## config.mk

```make
export PLATFORM = sky130hd
export DESIGN_NAME = simon_sound_arbiter
export DESIGN_NICKNAME = d
export VERILOG_FILES = /design/src/rtl/simon_pkg.sv /design/src/rtl/simon_ms_tick.sv /design/src/rtl/simon_sound_arbiter.sv
export SDC_FILE = /design/constraint.sdc
export NUM_CORES = 1
export LEC_CHECK = 0
export ABC_CLOCK_PERIOD_IN_PS = 4550
export CORE_AREA = 5 5 122 124
export DETAILED_ROUTE_END_ITERATION = 6
export DIE_AREA = 0 0 127 129
export GPL_ROUTABILITY_DRIVEN = 0
export PLACE_DENSITY = 0.76
export SETUP_SLACK_MARGIN = 0.02
export SYNTH_ARGS = -nofsm -noshare
export SYNTH_HDL_FRONTEND = slang
export SYNTH_SLANG_ARGS = --single-unit
```

## constraint.sdc

```tcl
create_clock -name wb_clk_i -period 4.55 [get_ports wb_clk_i]
set_input_delay 1.1375 -clock wb_clk_i [delete_from_list [all_inputs] [get_ports wb_clk_i]]
set_output_delay 1.1375 -clock wb_clk_i [all_outputs]
set_load 0.1 [all_outputs]
```

## src/rtl/simon_pkg.sv

```systemverilog
// Shared types and widths for the Simon sound arbiter.
package simon_pkg;

  localparam int NUM_REQ = 4;
  localparam int HALF_W  = 16;
  localparam int DUR_W   = 8;
  localparam int TICKS_W = 16;

  typedef enum logic [1:0] {
    IDLE = 2'd0,
    PLAY = 2'd1,
    GAP  = 2'd2
  } state_t;

  // Expand a requester index into a one-hot vector.
  function automatic logic [NUM_REQ-1:0] onehot(input logic [1:0] idx);
    logic [NUM_REQ-1:0] r;
    r      = '0;
    r[idx] = 1'b1;
    return r;
  endfunction

endpackage

```

## src/rtl/simon_ms_tick.sv

```systemverilog
// Millisecond prescaler: pulses tick once every ticks_per_milli enabled
// cycles (0 is treated as 1). clear restarts the count from zero.
module simon_ms_tick
  import simon_pkg::*;
(
  input  logic               clk,
  input  logic               rst,
  input  logic               enable,
  input  logic               clear,
  input  logic [TICKS_W-1:0] ticks_per_milli,
  output logic               tick
);

  logic [TICKS_W-1:0] cnt;
  logic [TICKS_W-1:0] last;

  // Terminal count; a prescale of 0 behaves like 1 (tick every cycle).
  always_comb begin
    last = '0;
    if (ticks_per_milli != '0) last = ticks_per_milli - 1'b1;
    tick = enable && (cnt == last);
  end

  // Count enabled cycles, reloading at the terminal count so it never wraps.
  always_ff @(posedge clk) begin
    if (rst || clear)  cnt <= '0;
    else if (enable) begin
      if (tick) cnt <= '0;
      else      cnt <= cnt + 1'b1;
    end
  end

endmodule

```

## src/rtl/simon_sound_arbiter.sv

```systemverilog
// Fixed-priority arbiter sharing the Simon speaker pin between four tone
// requesters, with a silent gap after every tone.
// Handshake: req[i] is a level; grant[i] is high for the whole tone, done[i]
// pulses in the last cycle of a tone that ran to completion, and dropping
// req[i] during the tone aborts it without done.
module simon_sound_arbiter
  import simon_pkg::*;
#(
  parameter int GAP_MS = 2
) (
  input  logic                        wb_clk_i,
  input  logic                        wb_rst_i,
  input  logic [TICKS_W-1:0]          ticks_per_milli,
  input  logic                        mute,
  input  logic [NUM_REQ-1:0]          req,
  input  logic [NUM_REQ*HALF_W-1:0]   tone_half,
  input  logic [NUM_REQ*DUR_W-1:0]    dur_ms,
  output logic [NUM_REQ-1:0]          grant,
  output logic [NUM_REQ-1:0]          done,
  output logic                        busy,
  output logic                        sound
);

  state_t             state;
  state_t             state_next;
  logic [1:0]         idx;
  logic [1:0]         pick;
  logic [HALF_W-1:0]  sel_half;
  logic [DUR_W-1:0]   sel_dur;
  logic [HALF_W-1:0]  half_q;
  logic [HALF_W-1:0]  half_cnt;
  logic [TICKS_W-1:0] tpm_q;
  logic [DUR_W-1:0]   dur_cnt;
  logic               tone;
  logic               tick;
  logic               expire;
  logic               start;
  logic               clear;

  // Lowest requesting index wins; select its tone parameters.
  always_comb begin
    pick     = '0;
    sel_half = '0;
    sel_dur  = '0;
    for (int i = NUM_REQ - 1; i >= 0; i--) begin
      if (req[i]) pick = 2'(i);
    end
    for (int i = 0; i < NUM_REQ; i++) begin
      if (pick == 2'(i)) begin
        sel_half = tone_half[i*HALF_W +: HALF_W];
        sel_dur  = dur_ms[i*DUR_W +: DUR_W];
      end
    end
  end

  // Next state and outputs. A zero duration expires on the first PLAY cycle;
  // otherwise the tone ends on the ms tick that exhausts the duration.
  always_comb begin
    state_next = state;
    start      = (state == IDLE) && (|req);
    expire     = (state == PLAY) &&
                 ((dur_cnt == '0) || ((dur_cnt == 8'd1) && tick));
    case (state)
      IDLE:    if (start) state_next = PLAY;
      PLAY:    if (expire || !req[idx]) state_next = (GAP_MS == 0) ? IDLE : GAP;
      GAP:     if (tick && (dur_cnt == 8'd1)) state_next = IDLE;
      default: state_next = IDLE;
    endcase
    clear = (state_next != state);
    grant = (state == PLAY) ? onehot(idx) : '0;
    done  = (expire && !wb_rst_i) ? onehot(idx) : '0;
    busy  = (state != IDLE);
    sound = (state == PLAY) && tone && !mute;
  end

  // State register.
  always_ff @(posedge wb_clk_i) begin
    if (wb_rst_i) state <= IDLE;
    else          state <= state_next;
  end

  // Latch the winner's parameters at grant; later input changes are ignored.
  always_ff @(posedge wb_clk_i) begin
    if (wb_rst_i) begin
      idx    <= '0;
      half_q <= '0;
      tpm_q  <= '0;
    end else if (start) begin
      idx    <= pick;
      half_q <= sel_half;
      tpm_q  <= ticks_per_milli;
    end
  end

  // Shared ms countdown: tone duration during PLAY, gap length during GAP.
  always_ff @(posedge wb_clk_i) begin
    if (wb_rst_i)                                dur_cnt <= '0;
    else if (start)                              dur_cnt <= sel_dur;
    else if (state == PLAY && state_next == GAP) dur_cnt <= DUR_W'(GAP_MS);
    else if (tick && dur_cnt != '0)              dur_cnt <= dur_cnt - 1'b1;
  end

  // Square-wave generator; idle at 0 outside PLAY so each tone starts low.
  always_ff @(posedge wb_clk_i) begin
    if (wb_rst_i || state != PLAY) begin
      half_cnt <= '0;
      tone     <= 1'b0;
    end else if (half_q != '0) begin
      if (half_cnt == half_q - 1'b1) begin
        half_cnt <= '0;
        tone     <= ~tone;
      end else begin
        half_cnt <= half_cnt + 1'b1;
      end
    end
  end

  simon_ms_tick u_ms_tick (
    .clk             (wb_clk_i),
    .rst             (wb_rst_i),
    .enable          (state != IDLE),
    .clear           (clear),
    .ticks_per_milli (tpm_q),
    .tick            (tick)
  );

endmodule
```

==> results of run 1 <==
kinds of logic after synthesis:
logic type / Yosys count / share of synthesized area (%)
simple gates: 292 / 28.90
buf+inv: 54 / 4.414
mux: 3 / 0.8155
xor+xnor: 65 / 11.44
compound gates: 170 / 23.20
fa+ha+maj: 7 / 1.679
flops: 77 / 29.55
routing by layer:
metal	global-route usage [%]	part of all wire [%]	up-vias
li1	-	-	2708
met1	23.63	44	2494
met2	31.48	47	194
met3	4.151	6.6	28
met4	5.047	1.7	0
met5	0	0	-
sequential cells by signal, indices dropped and copies added (netlist names):
| name | cells |
|---|---|
| half_cnt | 16 |
| dur_cnt | 8 |
| u_ms_tick.cnt | 16 |
| tpm_q | 16 |
| half_q | 16 |
| state | 2 |
| tone | 1 |
| idx | 2 |
synthesized netlist by cell type, types with 12 or more instances:
cell type | number | share of area, %
a211oi_1 | 25 | 3.6
a21oi_1 | 62 | 5.9
a222oi_1 | 20 | 3.8
and3_1 | 12 | 1.4
clkbuf_1 | 30 | 2.2
dfxtp_1 | 77 | 30
nand2_1 | 72 | 5.2
nand3_1 | 17 | 1.6
nand4_1 | 13 | 1.6
nor2_1 | 82 | 5.9
nor3_1 | 20 | 1.9
xnor2_1 | 29 | 4.9
xor2_1 | 34 | 5.7
through the flow:
| step | cells | power [mW] |
|---|---|---|
| final | 973 | 3.269 |
| after CTS | 961 | 3.173 |
| after global placement | 945 | 2.383 |
| after detailed placement | 945 | 2.406 |
| after floorplan | 668 | 2.020 |
| after global routing | 973 | 3.485 |
critical path, stage by stage (launching register included):
cell and delay [ns]:
dfxtp_4 0.39, or4_4 0.53, or4_1 0.52, and3_4 0.19, a2111oi_4 0.17, o2111a_1 0.25
o2111a_4 0.25, a21oi_4 0.07, nor4_4 0.34, buf_12 0.22
repair_timing:
item,4_1_cts,5_1_grt
endpoints found under the hold margin,0,0
buffers inserted,0,12
gates resized for setup,2,16
pin swaps,2,7
cloned,0,0
endpoints found under the setup margin,1,2
power by group:
part / switching (mW) / internal (mW)
logic: 0.885 / 0.671
clock network: 0.299 / 0.461
registers: 0.167 / 0.787
total: 1.35 / 1.92
worst max path at each step:
stage | from | endpoint | slack [ns] | depth (start not counted)
floorplan | tpm_q[6]$_SDFFE_PP0P_ | done[0] | -0.32 | 11
global placement | tpm_q[0]$_SDFFE_PP0P_ | done[0] | 0.33 | 11
detailed placement | tpm_q[4]$_SDFFE_PP0P_ | done[0] | 0.28 | 9
CTS | tpm_q[0]$_SDFFE_PP0P_ | done[0] | 0.09 | 11
global route | tpm_q[4]$_SDFFE_PP0P_ | done[0] | 0.02 | 9
finish | tpm_q[4]$_SDFFE_PP0P_ | done[0] | 0.13 | 9
cell type report:
| cell class | instances | area [um2] |
|---|---|---|
| clock inverters | 5 | 65.06 |
| repair buffers | 151 | 1486 |
| fillers | 1291 | 6476 |
| inverters | 12 | 45.04 |
| clock buffers | 11 | 252.7 |
| well taps | 180 | 225.2 |
| flip-flops and latches | 77 | 1556 |
| multi-input cells | 537 | 3558 |
==> results.md, run 1 <==
* Outcome: finished, final reports clean
* Clock transition at path regs at 0.06 ns
* GRT Overall Usage at 18.47%
* FF-to-FF Start: half_q[8]$_SDFFE_PP0P_
* R2R Path End: half_cnt[8]$_SDFFE_PP0P_
* R2R setup slack at 1.24 ns
* Worst vdd ir at 0.0001991 V
* Synthesized area per cell at 7.809 um2
* Most common cell after layout, fill and taps aside: clkdlybuf4s50_1
* CTS Root Cell: clkbuf_16
* Largest net degree at the start of global routing at 47
* Worst Path Class, Setup: reg -> out
* Overflow after GRT at 0
* Register area share after synthesis at 29.55%
* Final instance area at 7189 um2
* Initial antenna violation count at 0
* Final setup TNS at 0 ns
* Remaining antenna violation count at 0
* CP required at 3.41 ns
* Max Clk Rate at 226.2 MHz
* Worst clock skew at 0.007844 ns
* Netlist cell types at 69
* Hold buffer count at cts at 0
* Most frequent cells in the layout: clkdlybuf4s50_1 (122), nor2_1 (82), nand2_1 (72)
* Hold crit path type: reg -> reg
* Post-layout util at 52.61%
* Hold path endpoint: tpm_q[1]$_SDFFE_PP0P_
* Number of synthesized flops with an enable pin at 0
* Via count at 5424
* CTS tree: yes
* Wire per inst at 16.11 um
* Pwr dens at 454.7 nW/um2
* # IOs at 129
* Max_cap viols at 0
* Final wirelength at 15680 um
* Maximum fanout along the worst path at 10
* Synth Cell Area at 5216 um2
* Crit. End Element: primary output
* DRC errors left at 0
* Tmin final at 4.420 ns
* Die area at 16380 um2
* Cell depth of the worst hold path at 2
* First-pass GRT wire length at 24910 um
* Worst-Margin Slew at 0.9819 ns
* RSZ-0062 raised after global routing: no
* Pre-Repair DR Iteration Count at 5
* CTS sink cnt at 77
* CTS Buffer Depth at 2
* Post-DP HPWL at 11800 um
* Vias per cell at 5.575
* Place WS at 0.2786 ns
* Max transition margin at 34.33%
* Synth warn at 0
* Beginning of the worst hold path: tpm_q[1]$_SDFFE_PP0P_
* Chip Height at 129 um
* Vias in the first global route at 5177
* Nets at 914
* Growth of design area from synthesis to finish at 37.83%
* Synthesized flop and latch total at 77
* IO Port Bufs at 128
* Share of cells above drive strength 1 at 10.47%
* Inserted Diodes at 0
* R2R depth at 8
* Gate Count Post-Synth at 668
* Initial DRC count at 419
* Setup ws final at 0.1301 ns
* Top FF cell, synth: dfxtp_1
* Initial Utilization at 38.17%
* Crit start category: flip-flop
* Final hold violation count at 0
* Total CTS buffers at 9
* Clock Latency Late Sink at 0.34 ns
* WHS at 0.4968 ns
* Chip width at 127 um
* Tcrit/Tclk final at 97.14%
* Post-DP Area at 6715 um2
* Worst EP arrival at 3.28 ns
* Reported leakage power at 2.597 nW
* Pins Over Slew Limit at 0
* Async SR Flop Fraction at 0%
* Mapped Nets at 794
* Endpoints failing setup at 0
* Core Region at 13670 um2
* H-tree depth at 3
* Rows at 43
Note: power is estimated with default switching activity, not from simulation.
==> run 2: changes to the inputs <==
--- a/config.mk
+++ b/config.mk
@@ -14,2 +14,3 @@
 export SETUP_SLACK_MARGIN = 0.02
+export SLEW_MARGIN = 30
 export SYNTH_ARGS = -nofsm -noshare
--- a/constraint.sdc
+++ b/constraint.sdc
@@ -3,2 +3,2 @@
 set_output_delay 1.1375 -clock wb_clk_i [all_outputs]
-set_load 0.1 [all_outputs]
+set_load 0.005 [all_outputs]
==> results.md, run 2 (same netlist as run 1, synthesis figures left out) <==
* Reported leakage power at 2.523 nW
* CP max-delay cell: or4_1
* Max transition margin at 50.20%
* Pre-Repair DR Iteration Count at 5
* Tmin final at 4.345 ns
* Worst Path Class, Setup: reg -> out
* Final hold violation count at 0
* Largest net degree at the start of global routing at 47
* Clock Latency Late Sink at 0.34 ns
* Post-DP HPWL at 11950 um
* DRC errors left at 0
* Place WS at 0.03994 ns
* Crit path max-delay family: simple AND/OR/NAND/NOR gates
* Reg area at 1541 um2
* GRT Overall Usage at 18.65%
* Cell Chain, Critical Path: inv_2, ha_2, or3b_4, or4_1, and3_4, a2111oi_4, o2111a_1, o2111a_4, a21oi_4, nor3_2, clkdlybuf4s15_2
* Maximum fanout along the worst path at 4
* Hold buffer count at cts at 0
* RSZ-0062 raised after global routing: no
* Crit. End Element: primary output
* Via count at 5451
* Final setup TNS at 0 ns
* Fill cells at 1315
* FF-to-FF Start: tpm_q[0]$_SDFFE_PP0P_
* Initial Utilization at 38.17%
* CTS tree: yes
* Setup ws final at 0.2048 ns
* Outcome: finished, final reports clean
* Multi-input gate area at 3485 um2
* Wire per inst at 16.21 um
* Overflow after GRT at 0
* Vias in the first global route at 5263
* CTS Buffer Depth at 2
* Vias per cell at 5.597
* R2R setup slack at 1.37 ns
* R2R Path End: u_ms_tick.cnt[7]$_SDFFE_PP0N_
* Total CTS buffers at 9
* Growth of design area from synthesis to finish at 34.68%
* IO Port Bufs at 128
* # IOs at 129
* Chip Height at 129 um
* Chip width at 127 um
* Max Clk Rate at 230.1 MHz
* Final wirelength at 15790 um
* Crit path depth at 11
* Bufs and invs on worst path at 2
* Most common cell after layout, fill and taps aside: clkdlybuf4s50_1
* Nets at 915
* First-pass GRT wire length at 25180 um
* Hold crit path type: reg -> reg
* Worst EP arrival at 3.21 ns
* Worst-Margin Slew at 0.7402 ns
* Crit start category: flip-flop
* Pwr dens at 435.7 nW/um2
* CP required at 3.41 ns
* Initial antenna violation count at 0
* Rows at 43
* Max incr delay on CP at 0.50 ns
* Clock transition at path regs at 0.07 ns
* Most frequent cells in the layout: clkdlybuf4s50_1 (123), nor2_1 (82), dfxtp_1 (77)
* Share of cells above drive strength 1 at 8.816%
* CTS Root Cell: clkbuf_16
* Crit. Startpoint: tpm_q[0]$_SDFFE_PP0P_
* Pins Over Slew Limit at 0
* H-tree depth at 3
* R2R depth at 11
* Core Region at 13670 um2
* Endpoints failing setup at 0
* Worst vdd ir at 0.0002613 V
* Max_cap viols at 0
* Die area at 16380 um2
* Initial DRC count at 453
* Inserted Diodes at 0
* CTS sink cnt at 77
* Critical path destination: done[3]
* Remaining antenna violation count at 0
* Tcrit/Tclk final at 95.50%
* Worst clock skew at 0.006011 ns
==> run 2: cell types whose count changed in the layout (fill, tap and decap cells not counted), sizes merged <==
cell | before | now
clkdlybuf4s15 | 0 | 1
clkinvlp | 0 | 2
inv | 13 | 12
clkinv | 3 | 5
clkbuf | 11 | 10
bufinv | 1 | 0
buf | 29 | 27
clkdlybuf4s50 | 122 | 123
==> run 2: worst min-delay path by stage <==
| stage | end | slack [ns] | startpoint | cells past startpoint |
|---|---|---|---|---|
| 3_3_place_gp | dur_cnt[1]$_SDFFE_PP0P_ | 0.49 | dur_cnt[1]$_SDFFE_PP0P_ | 2 |
| 6_report | dur_cnt[1]$_SDFFE_PP0P_ | 0.50 | dur_cnt[1]$_SDFFE_PP0P_ | 2 |
| 4_1_cts | dur_cnt[1]$_SDFFE_PP0P_ | 0.51 | dur_cnt[1]$_SDFFE_PP0P_ | 2 |
| 5_1_grt | dur_cnt[1]$_SDFFE_PP0P_ | 0.54 | dur_cnt[1]$_SDFFE_PP0P_ | 2 |
| 2_1_floorplan | tpm_q[15]$_SDFFE_PP0P_ | 0.45 | tpm_q[15]$_SDFFE_PP0P_ | 2 |
| 3_5_place_dp | dur_cnt[1]$_SDFFE_PP0P_ | 0.50 | dur_cnt[1]$_SDFFE_PP0P_ | 2 |
==> run 2: metrics by stage <==
stage          cell area, um2  power (mW)  cells  util (%)  hold slack [ns]
2_1_floorplan            5216       1.899    668         -           0.4541
3_3_place_gp             6694       2.299    955     48.98           0.4883
3_5_place_dp             6694       2.326    955     48.98           0.5001
4_1_cts                  6997       3.031    971     51.20           0.5072
5_1_grt                  7025       3.279    974     51.41           0.5392
6_report                 7025       3.061    974     51.41           0.5028
==> run 2: cell type report <==
cell class                      instances  share of cell area, %
Clock buffer                            9                  3.206
Tap cell                              180                  3.206
Inverter                               12                 0.6411
Clock inverter                          7                 0.8727
Sequential cell                        77                  21.94
Timing Repair Buffer                  152                  20.53
Multi-Input combinational cell        537                  49.60
==> run 2: what timing repair did <==
item / CTS / global route
pin swaps: 2 / 5
setup endpoints to repair: 4 / 4
gates resized for setup: 14 / 9
buffers inserted: 0 / 3
==> run 2: power by group <==
part           internal, mW  switching (mW)
Combinational         0.646           0.791
Sequential            0.783           0.153
Clock                 0.377           0.311
==> run 2: layer usage <==
metal	vias up	GRT usage, %	routed length, um
met3	23	4.193	1137
met4	0	4.921	217
li1	2715	-	-
met1	2519	23.46	6890
met2	194	32.35	7549
met5	-	0	0
==> run 2: worst register-to-register path: stages, from the launching register on <==
cell	delay (ns)
dfxtp_1	0.32
inv_2	0.06
ha_2	0.18
or3b_4	0.39
or4_1	0.50
and3_4	0.19
a2111oi_4	0.32
o2111a_1	0.25
o2111a_4	0.25
buf_4	0.21
a211o_2	0.29
nor2_1	0.10
